--- src/rtl/iob_ultrasonic_ranger_pkg.sv ---
// rtl/iob_ultrasonic_ranger_pkg.sv - state encodings and shared constants for the ultrasonic ranger
package iob_ultrasonic_ranger_pkg;

    typedef enum logic [1:0] {
        ST_IDLE      = 2'd0,
        ST_TRIG      = 2'd1,
        ST_WAIT_RISE = 2'd2,
        ST_MEASURE   = 2'd3
    } ranger_state_e;

    // Consecutive equal synchronized samples needed before the filtered echo changes level.
    localparam int FILTER_LEN = 4;

endpackage

--- src/rtl/iob_ultrasonic_ranger_if.sv ---
// rtl/iob_ultrasonic_ranger_if.sv - request/status bundle between the GPIO side and the ranger
interface iob_ultrasonic_ranger_if #(
    parameter int CNT_W = 22
) ();
    logic             start_i;
    logic             busy_o;
    logic             done_o;
    logic             echo_valid_o;
    logic             timeout_o;
    logic [CNT_W-1:0] echo_cycles_o;

    modport master (
        output start_i,
        input  busy_o, done_o, echo_valid_o, timeout_o, echo_cycles_o
    );

    modport slave (
        input  start_i,
        output busy_o, done_o, echo_valid_o, timeout_o, echo_cycles_o
    );
endinterface

--- src/rtl/iob_ranger_echo_filter.sv ---
// rtl/iob_ranger_echo_filter.sv - echo synchronizer with optional glitch filter (IOB_ULTRASONIC_RANGER_FILTER_EN)
module iob_ranger_echo_filter
    import iob_ultrasonic_ranger_pkg::*;
(
    input  logic clk,
    input  logic arst_n,
    input  logic echo_i,
    output logic echo_o
);
    logic [1:0] sync_q, sync_d;
    logic       echo_s;

    assign sync_d = {sync_q[0], echo_i};
    assign echo_s = sync_q[1];

    always_ff @(posedge clk or negedge arst_n) begin
        if (!arst_n) sync_q <= '0;
        else         sync_q <= sync_d;
    end

`ifdef IOB_ULTRASONIC_RANGER_FILTER_EN
    logic [FILTER_LEN-2:0] hist_q, hist_d;
    logic                  echo_f_q, echo_f_d;

    // The current sample plus FILTER_LEN-1 history samples must agree; the new level is
    // forwarded in the same cycle so both edges see exactly FILTER_LEN-1 cycles of delay.
    always_comb begin
        hist_d   = {hist_q[FILTER_LEN-3:0], echo_s};
        echo_f_d = echo_f_q;
        if (hist_q == {(FILTER_LEN-1){echo_s}}) echo_f_d = echo_s;
    end

    always_ff @(posedge clk or negedge arst_n) begin
        if (!arst_n) begin
            hist_q   <= '0;
            echo_f_q <= 1'b0;
        end else begin
            hist_q   <= hist_d;
            echo_f_q <= echo_f_d;
        end
    end

    assign echo_o = echo_f_d;
`else
    assign echo_o = echo_s;
`endif

endmodule

--- src/rtl/iob_ultrasonic_ranger.sv ---
// rtl/iob_ultrasonic_ranger.sv - HC-SR04 trigger/echo timer; IOB_ULTRASONIC_RANGER_FILTER_EN adds echo glitch filter
module iob_ultrasonic_ranger
    import iob_ultrasonic_ranger_pkg::*;
#(
    parameter int TRIG_CYCLES    = 1000,
    parameter int TIMEOUT_CYCLES = 3800000,
    parameter int CNT_W          = 22
) (
    input  logic                    clk,
    input  logic                    arst_n,
    iob_ultrasonic_ranger_if.slave  ctrl,
    input  logic                    sensor_echo_i,
    output logic                    sensor_trig_o
);
    localparam logic [CNT_W-1:0] TRIG_LAST    = CNT_W'(TRIG_CYCLES - 1);
    localparam logic [CNT_W-1:0] TIMEOUT_LAST = CNT_W'(TIMEOUT_CYCLES - 1);

    ranger_state_e    state_q, state_d;
    logic [CNT_W-1:0] cnt_q, cnt_d;
    logic [CNT_W-1:0] result_q, result_d;
    logic             trig_q, trig_d;
    logic             done_q, done_d;
    logic             valid_q, valid_d;
    logic             timeout_q, timeout_d;
    logic             echo_d_q;
    logic             echo;

    iob_ranger_echo_filter u_echo_filter (
        .clk    (clk),
        .arst_n (arst_n),
        .echo_i (sensor_echo_i),
        .echo_o (echo)
    );

    always_comb begin
        state_d   = state_q;
        cnt_d     = cnt_q;
        result_d  = result_q;
        trig_d    = 1'b0;
        done_d    = 1'b0;
        valid_d   = valid_q;
        timeout_d = timeout_q;
        case (state_q)
            ST_IDLE: begin
                if (ctrl.start_i) begin
                    state_d   = ST_TRIG;
                    cnt_d     = '0;
                    trig_d    = 1'b1;
                    valid_d   = 1'b0;
                    timeout_d = 1'b0;
                end
            end
            ST_TRIG: begin
                if (cnt_q == TRIG_LAST) begin
                    state_d = ST_WAIT_RISE;
                    cnt_d   = '0;
                end else begin
                    trig_d = 1'b1;
                    cnt_d  = cnt_q + 1'b1;
                end
            end
            ST_WAIT_RISE: begin
                // Edge detect on the registered copy: echo already high on entry never counts.
                if (cnt_q == TIMEOUT_LAST) begin
                    state_d   = ST_IDLE;
                    timeout_d = 1'b1;
                    done_d    = 1'b1;
                end else if (echo && !echo_d_q) begin
                    state_d = ST_MEASURE;
                    cnt_d   = CNT_W'(1);
                end else begin
                    cnt_d = cnt_q + 1'b1;
                end
            end
            ST_MEASURE: begin
                // A falling edge on the final cycle still counts as a successful measurement.
                if (!echo) begin
                    state_d  = ST_IDLE;
                    result_d = cnt_q;
                    valid_d  = 1'b1;
                    done_d   = 1'b1;
                end else if (cnt_q == TIMEOUT_LAST) begin
                    state_d   = ST_IDLE;
                    timeout_d = 1'b1;
                    done_d    = 1'b1;
                end else begin
                    cnt_d = cnt_q + 1'b1;
                end
            end
            default: state_d = ST_IDLE;
        endcase
    end

    always_ff @(posedge clk or negedge arst_n) begin
        if (!arst_n) begin
            state_q   <= ST_IDLE;
            cnt_q     <= '0;
            result_q  <= '0;
            trig_q    <= 1'b0;
            done_q    <= 1'b0;
            valid_q   <= 1'b0;
            timeout_q <= 1'b0;
            echo_d_q  <= 1'b0;
        end else begin
            state_q   <= state_d;
            cnt_q     <= cnt_d;
            result_q  <= result_d;
            trig_q    <= trig_d;
            done_q    <= done_d;
            valid_q   <= valid_d;
            timeout_q <= timeout_d;
            echo_d_q  <= echo;
        end
    end

    assign sensor_trig_o      = trig_q;
    assign ctrl.busy_o        = (state_q != ST_IDLE);
    assign ctrl.done_o        = done_q;
    assign ctrl.echo_valid_o  = valid_q;
    assign ctrl.timeout_o     = timeout_q;
    assign ctrl.echo_cycles_o = result_q;

endmodule

--- src/flat_wrapper.sv ---
// flat-port wrapper written by rule: the top's interface ports become plain ports
module iob_ultrasonic_ranger_flat import iob_ultrasonic_ranger_pkg::*;
#(
    parameter int TRIG_CYCLES    = 1000,
    parameter int TIMEOUT_CYCLES = 3800000,
    parameter int CNT_W          = 22
)
  (clk, arst_n, sensor_echo_i, sensor_trig_o, ctrl_start_i, ctrl_busy_o, ctrl_done_o, ctrl_echo_valid_o, ctrl_timeout_o, ctrl_echo_cycles_o);
  iob_ultrasonic_ranger_if #(.CNT_W(CNT_W)) ctrl_i ();
  input  logic clk;
  input  logic arst_n;
  input  logic sensor_echo_i;
  output logic sensor_trig_o;
  input wire logic [$bits(ctrl_i.start_i)-1:0] ctrl_start_i;
  output wire logic [$bits(ctrl_i.busy_o)-1:0] ctrl_busy_o;
  output wire logic [$bits(ctrl_i.done_o)-1:0] ctrl_done_o;
  output wire logic [$bits(ctrl_i.echo_valid_o)-1:0] ctrl_echo_valid_o;
  output wire logic [$bits(ctrl_i.timeout_o)-1:0] ctrl_timeout_o;
  output wire logic [$bits(ctrl_i.echo_cycles_o)-1:0] ctrl_echo_cycles_o;
  assign ctrl_i.start_i = ctrl_start_i;
  assign ctrl_busy_o = ctrl_i.busy_o;
  assign ctrl_done_o = ctrl_i.done_o;
  assign ctrl_echo_valid_o = ctrl_i.echo_valid_o;
  assign ctrl_timeout_o = ctrl_i.timeout_o;
  assign ctrl_echo_cycles_o = ctrl_i.echo_cycles_o;
  iob_ultrasonic_ranger #(.TRIG_CYCLES(TRIG_CYCLES), .TIMEOUT_CYCLES(TIMEOUT_CYCLES), .CNT_W(CNT_W)) u_core (.clk(clk), .arst_n(arst_n), .ctrl(ctrl_i), .sensor_echo_i(sensor_echo_i), .sensor_trig_o(sensor_trig_o));
endmodule
--- config.mk ---
export PLATFORM = sky130hd
export DESIGN_NAME = iob_ultrasonic_ranger_flat
export DESIGN_NICKNAME = d
export VERILOG_FILES = /design/src/rtl/iob_ultrasonic_ranger_pkg.sv /design/src/rtl/iob_ultrasonic_ranger_if.sv /design/src/rtl/iob_ranger_echo_filter.sv /design/src/rtl/iob_ultrasonic_ranger.sv /design/src/flat_wrapper.sv
export SDC_FILE = /design/constraint.sdc
export NUM_CORES = 1
export LEC_CHECK = 0
export ABC_CLOCK_PERIOD_IN_PS = 2270
export CAP_MARGIN = 20
export CORE_ASPECT_RATIO = 0.7
export CORE_MARGIN = 8
export CORE_UTILIZATION = 35
export CTS_BUF_LIST = sky130_fd_sc_hd__clkbuf_2 sky130_fd_sc_hd__clkbuf_4 sky130_fd_sc_hd__clkbuf_8
export DETAILED_ROUTE_END_ITERATION = 16
export GPL_TIMING_DRIVEN = 0
export PLACE_DENSITY_LB_ADDON = 0.12
export SLEW_MARGIN = 20
export SYNTH_ARGS = -nofsm -noshare
export SYNTH_HDL_FRONTEND = slang
export SYNTH_HIERARCHICAL = 1
export SYNTH_SLANG_ARGS = --single-unit
--- constraint.sdc ---
create_clock -name clk -period 2.27 [get_ports clk]
set_clock_uncertainty 0.2 [all_clocks]
set_input_delay 0.3405 -clock clk [delete_from_list [all_inputs] [get_ports clk]]
set_output_delay 0.3405 -clock clk [all_outputs]
set_load 0.01 [all_outputs]
Yosys cells after proc, flatten, opt, wreduce, memory -nomap -nowiden
Cells that the tools add are included.
- register bits: 53
- bits of input ports: 4
- word-level logic and storage cells: 61
- add/subtract/negate cells: 1
- equality and inequality tests: 13
- muxes and demuxes: 26
- bitwise logic cells: 1
- reductions and logical operators: 11
- operators with widths (operator ; count):
    $mux W22 ; 6
    $pmux W22 S4 ; 1
    $add A22 B1 Y22 const B ; 1
    $eq A22 B10 Y1 const B ; 1
    $eq A22 B22 Y1 const B ; 1
    $mux W2 ; 6
    $ne A2 B2 Y1 const B ; 5
    $mux W1 ; 8
    $pmux W2 S4 ; 1
    $reduce_and A4 Y1 ; 2
    $pmux W1 S2 ; 3
    $reduce_and A3 Y1 ; 2
    $eq A2 B2 Y1 const B ; 2
    $reduce_bool A2 Y1 ; 2
    $ne A3 B1 Y1 const B ; 1
    $ne A3 B2 Y1 const B ; 1
    $pmux W1 S3 ; 1
    $reduce_bool A3 Y1 ; 1
    $eq A2 B1 Y1 const B ; 1
    $logic_not A2 Y1 ; 1
    $ne A2 B1 Y1 const B ; 1
    $reduce_and A2 Y1 ; 1
    $logic_and A1 B1 Y1 ; 1
    $logic_not A1 Y1 ; 1
    $not A1 Y1 ; 1

Depth between registers and ports, before layout
- depth in word-level cells: 5
- gate-level depth with buffers: 7
- gate-level depth less buffers: 6

Cells and area by module
The synthesis kept the hierarchy.
- modules (own cells, without submodules) (module ; times used ; cells each ; area each (µm²) ; seq. area each (µm²)):
    iob_ultrasonic_ranger ; 1 ; 246 ; 2552.4 ; 1276.2
    iob_ranger_echo_filter ; 1 ; 2 ; 50.0 ; 50.0

Least setup slack after synthesis
Ideal clock, no wire load.
- path type: register to register
- start point: register u_core.cnt_q[17]
- end point: register u_core.cnt_q[12]
- arrival: 1891 ps
- required time: 1944 ps
- path slack: 53 ps
- stages on the path, launching flop included: 8
- period minus slack after synthesis: 2217 ps
- path through: dfrtp_1 -> buf_6 -> or3_4 -> or2_4 -> o311ai_4 -> nor2_2 -> buf_6 -> a221o_1
- word-level cells in the longest chain between the ends: 3
- elaborated cells between the ends (all ways): 7
- those cells by class: 4 x eq/ne; 2 x mux; 1 x reduce/logical
- ends and longest elaborated chain (element ; line ; RTL):
    start, declared ; iob_ultrasonic_ranger.sv:19 ; logic [CNT_W-1:0] cnt_q, cnt_d;
    start signal, assigned ; iob_ultrasonic_ranger.sv:106 ; cnt_q <= cnt_d;
    $eq A22 B10 Y1 / $eq A22 B22 Y1 (equally long branches) ; iob_ultrasonic_ranger.sv:54, iob_ultrasonic_ranger.sv:64, iob_ultrasonic_ranger.sv:82 ;
    $mux W22 / $ne A2 B2 Y1 (equally long branches) ; -- ;
    $pmux W22 S4 / $reduce_and A4 Y1 (equally long branches) ; -- ;
Parallel ways exist; a longest one is shown, timed or not.
A chain may end at the register's enable or synchronous reset.

Worst setup path after layout
- start point: register u_core.cnt_q[18]
- end point: register u_core.cnt_q[12]
The elaborated chain is that of the path after synthesis.

==> qor.csv <==
stage,metric,value,unit
pwr,power_density,481.1,nW/um2
worst_setup_path,worst_reg2reg_path_depth,7,
clock_network,cts-buffers-inserted,5,
drt,postRouteWirelength,6.900,mm
global_route,global_route.usage.met1,19.17,%
worst_hold_path,worstHoldPathType,reg2reg,
synth,synth-seq-cells,53,
finish,post_layout_nonfiller_instances,396,
synth,synth.distinct_cells,48,
worst_setup_path,cp.required,2.26,ns
synth,synthDominantCellAreaShare,50.96,%
die,floorplan.die.width,119.1,um
synth,synth_nets,253,
die,placementRows,26,
sta,slew_headroom,53.77,%
finish,antenna_diode_count,0,
sta,fin_crit_sh,102.6,%
global_route,first_pass_grt_wire_length,11.32,mm
global_route,globalRoute.busiestLayer,met2,
synth,top_cells_by_area_in_the_synthesized_netlist,"dfrtp_1 (51%), mux2_2 (7.8%), a22o_1 (5.4%)",
worst_setup_path,worstPathArrival,2.32,ns
worst_setup_path,worst-setup-path-type,reg2reg,
worst_setup_path,crit_top_cell,buf_6,
sta,worst_hold_slack,0.1550,ns
finish,area_growth_syn_to_layout,30.91,%
sta,worst_slew_pin_slew,0.6934,ns
clock_network,clock_tree_from_tritoncts,done,
pwr,worst_ir_drop_vdd,0.3250,mV
worst_setup_path,critical_path.cell_chain,or3_4 -> or2_4 -> o311ai_4 -> buf_6 -> nor2_4 -> buf_6 -> a221o_1,
worst_setup_path,critical_path.n_buffers_inverters,2,
drt,firstDrtPassIters,5,
pwr,switching_share,20.03,%
worst_setup_path,cp-end-kind,flop,
worst_setup_path,cp_max_fo,6,
synth,netlist_area_before_placement,2602,um2
worst_hold_path,hold_depth,0,
synth,synth-edff-count,0,
pwr,combinational_power_share,1.6,%
drt,post-route-drc-count,0,
placed_design,gp_routability_congestion,0.8323,
job,maxCapViolCount,0,
sta,timing.final.setup_violations,13,
global_route,met2_resource_use_gr,19.57,%
pwr,clock_power_share,40.5,%
clock_network,clockBufferDepth,2,
sta,finalMaxSlewViolations,0,
finish,layout.core_utilization,46.96,%
drt,residual_antenna_violating_net_count_after_detailed_routing,0,
synth,syn_area_per_cell,10.49,um2
synth,synth_cells,248,
placed_design,place.detailed.hpwl,4.549,mm
sta,timing.fmax,0.4292,GHz
clock_network,path_clk_slew,0.09,ns
die,core_area,7254,um2
sta,report.final.hold_viol_count,0,
drt,via_count,2126,
pwr,cell_internal_pwr,0.001311,W
pwr,sequential_cell_fraction_of_total_power,57.8,%
clock_network,cell_at_the_root_of_the_clock_tree,clkbuf_8,
finish,finish.net_count,302,
pwr,power.switching,0.0003283,W
global_route,initial_antenna_violation_count,0,
finish,ratio_of_cells_with_drive_above_1_in_the_final_layout,27.85,%
synth,yosys_warn_count,6,
clock_network,clock_sink_count,53,
worst_setup_path,highest_cell_delay_on_the_worst_timing_path,0.45,ns
die,die_height,88.15,um
drt,detailedRoute.firstIterationViolations,188,
placed_design,io_buffers,30,
die,dieArea,10500,um2
drt,wl_per_cell,17.42,um
die,top_level_ports,31,
sta,setup_ws,-0.05992,ns
global_route,grt_pass1_vias,2093,
run_status,violated_checks,setup timing,
synth,synth-main-ff-cell,dfrtp_1,
worst_setup_path,critical_path_depth,7,
clock_network,h_tree_levels,2,
pwr,p_leak,1.456,nW
drt,routed_via_density,5.369,
synth,synth-async-reset-ratio,100.0,%
worst_setup_path,critPathSlowestCell,dfrtp_1,
worst_setup_path,timing.critical_path.max_delay_family,simple AND/OR/NAND/NOR gates,
synth,netlist.top_cell.by_area,dfrtp_1,
sta,min_period,2.330,ns
global_route,gr-usage-all-layers,13.48,%
clock_network,insertion_delay,0.30,ns
global_route,grt_start_max_net_pins,54,
placed_design,placed_cells_incl_taps,376,
synth,sequential_to_total_area_share_from_yosys_stat,50.96,%
global_route,grt_overflow,0,
run_status,outcome,finished with violations,
worst_setup_path,worst_setup_sp_type,flop,
die,floorplan.initialDensity,35.87,%
global_route,groute.layer.met3.usage,3.863,%
sta,unrepaired_setup_endpoints_after_global_routing,yes,
[final timing paths]
kind                       slack [ns]                            from                             end
min in group asynchronous        0.41                          arst_n    u_core/ctrl.echo_cycles_o[3]
min reg2reg                      0.15  u_core/u_echo_filter/sync_q[0]  u_core/u_echo_filter/sync_q[1]
max reg2reg                     -0.06                u_core/cnt_q[18]                u_core/cnt_q[12]
max                             -0.06                u_core/cnt_q[18]                u_core/cnt_q[12]
min                              0.15  u_core/u_echo_filter/sync_q[0]  u_core/u_echo_filter/sync_q[1]
max in group asynchronous        0.95                          arst_n                u_core/cnt_q[12]
[metrics by stage]
step / setup TNS [ns] / area [um2] / power (W) / setup WS [ns]
finish: -0.3179 / 3407 / 0.001639 / -0.05992
global route: -1.675 / 3407 / 0.001708 / -0.1268
CTS: -0.1194 / 3264 / 0.001672 / -0.02179
detailed placement: -5.898 / 3023 / 0.0009938 / -0.4403
global placement: -61.78 / 3025 / 0.0009945 / -1.063
floorplan: 0 / 2603 / 0.0009682 / 0.05295
[state kept, by name, indices dropped and copies added, names as in the netlist]
register,count
u_core/cnt_q,22
u_core/sensor_trig_o,1
u_core/state_q,2
u_core/u_echo_filter/sync_q,2
u_core/ctrl.timeout_o,1
u_core/ctrl.echo_cycles_o,22
u_core/ctrl.done_o,1
u_core/echo_d_q,1
u_core/ctrl.echo_valid_o,1
[timing repair]
item,in CTS,in global routing
setup endpoints to repair,22,24
resized for setup,17,19
hold buffers,1,0
pin swaps,8,16
endpoints found under the hold margin,53,0
buffers inserted,6,6
cloned,2,1
[cells by family (layout without fill, tap and decap cells)]
logic type / after synthesis / count (layout) / synth area share [%]
AND/OR/NAND/NOR: 91 / 91 / 19.04
AO/OA/AOI/OAI: 61 / 61 / 16.97
flip-flops: 53 / 53 / 50.96
buffers and inverters: 24 / 74 / 4.760
multiplexers: 18 / 18 / 7.788
adder cells (fa/ha/maj): 1 / 1 / 0.4807
[cell type report]
| type | count | area, um2 |
|---|---|---|
| fill | 683 | 3847 |
| sequential | 53 | 1333 |
| multi-input combinational | 171 | 1269 |
| timing repair buffer | 46 | 445.4 |
| tap | 98 | 122.6 |
| buffer | 13 | 91.34 |
| clock buffer | 6 | 82.58 |
| clock inverter | 2 | 37.54 |
| inverter | 7 | 26.28 |
[placed cells by master, fill, tap and decap left out, drive strengths merged, types with 10 or more instances in the layout]
master | Yosys | routed
mux2 | 18 | 18
nand2 | 17 | 17
clkbuf | 10 | 14
clkdlybuf4s50 | 0 | 29
dfrtp | 53 | 53
buf | 7 | 21
nor3 | 10 | 10
a22o | 16 | 16
nor2 | 18 | 18
o21ai | 23 | 23
[cells in the mapped netlist (2+ instances only)]
master	number
a21o_1	2
a21oi_1	3
a22o_1	16
and2_1	2
and3_1	7
buf_2	3
buf_6	4
clkbuf_1	10
dfrtp_1	53
inv_1	7
mux2_2	18
nand2_1	17
nand2b_1	2
nand3_1	6
nand4_1	6
nor2_1	17
nor2b_1	7
nor3_1	10
nor4_1	5
o21ai_0	8
o21ai_1	15
o22ai_1	2
or2_2	3
[per-layer routing]
layer | wire length, um | vias to the layer above
met5 | 0 | -
met4 | 21 | 0
met3 | 499 | 2
met2 | 2822 | 60
met1 | 3557 | 1063
li1 | - | 1001
[power by group through the flow]
| stage | logic (W) | clock network (W) | registers, W |
|---|---|---|---|
| 2_1_floorplan | 0.00000182 | 0 | 0.000966 |
| 3_3_place_gp | 0.0000276 | 0 | 0.000967 |
| 3_5_place_dp | 0.0000272 | 0 | 0.000967 |
| 4_1_cts | 0.0000288 | 0.000695 | 0.000948 |
| 5_1_grt | 0.0000323 | 0.000728 | 0.000948 |
| 6_report | 0.0000268 | 0.000665 | 0.000948 |
Note: power is estimated with default switching activity, not from simulation.
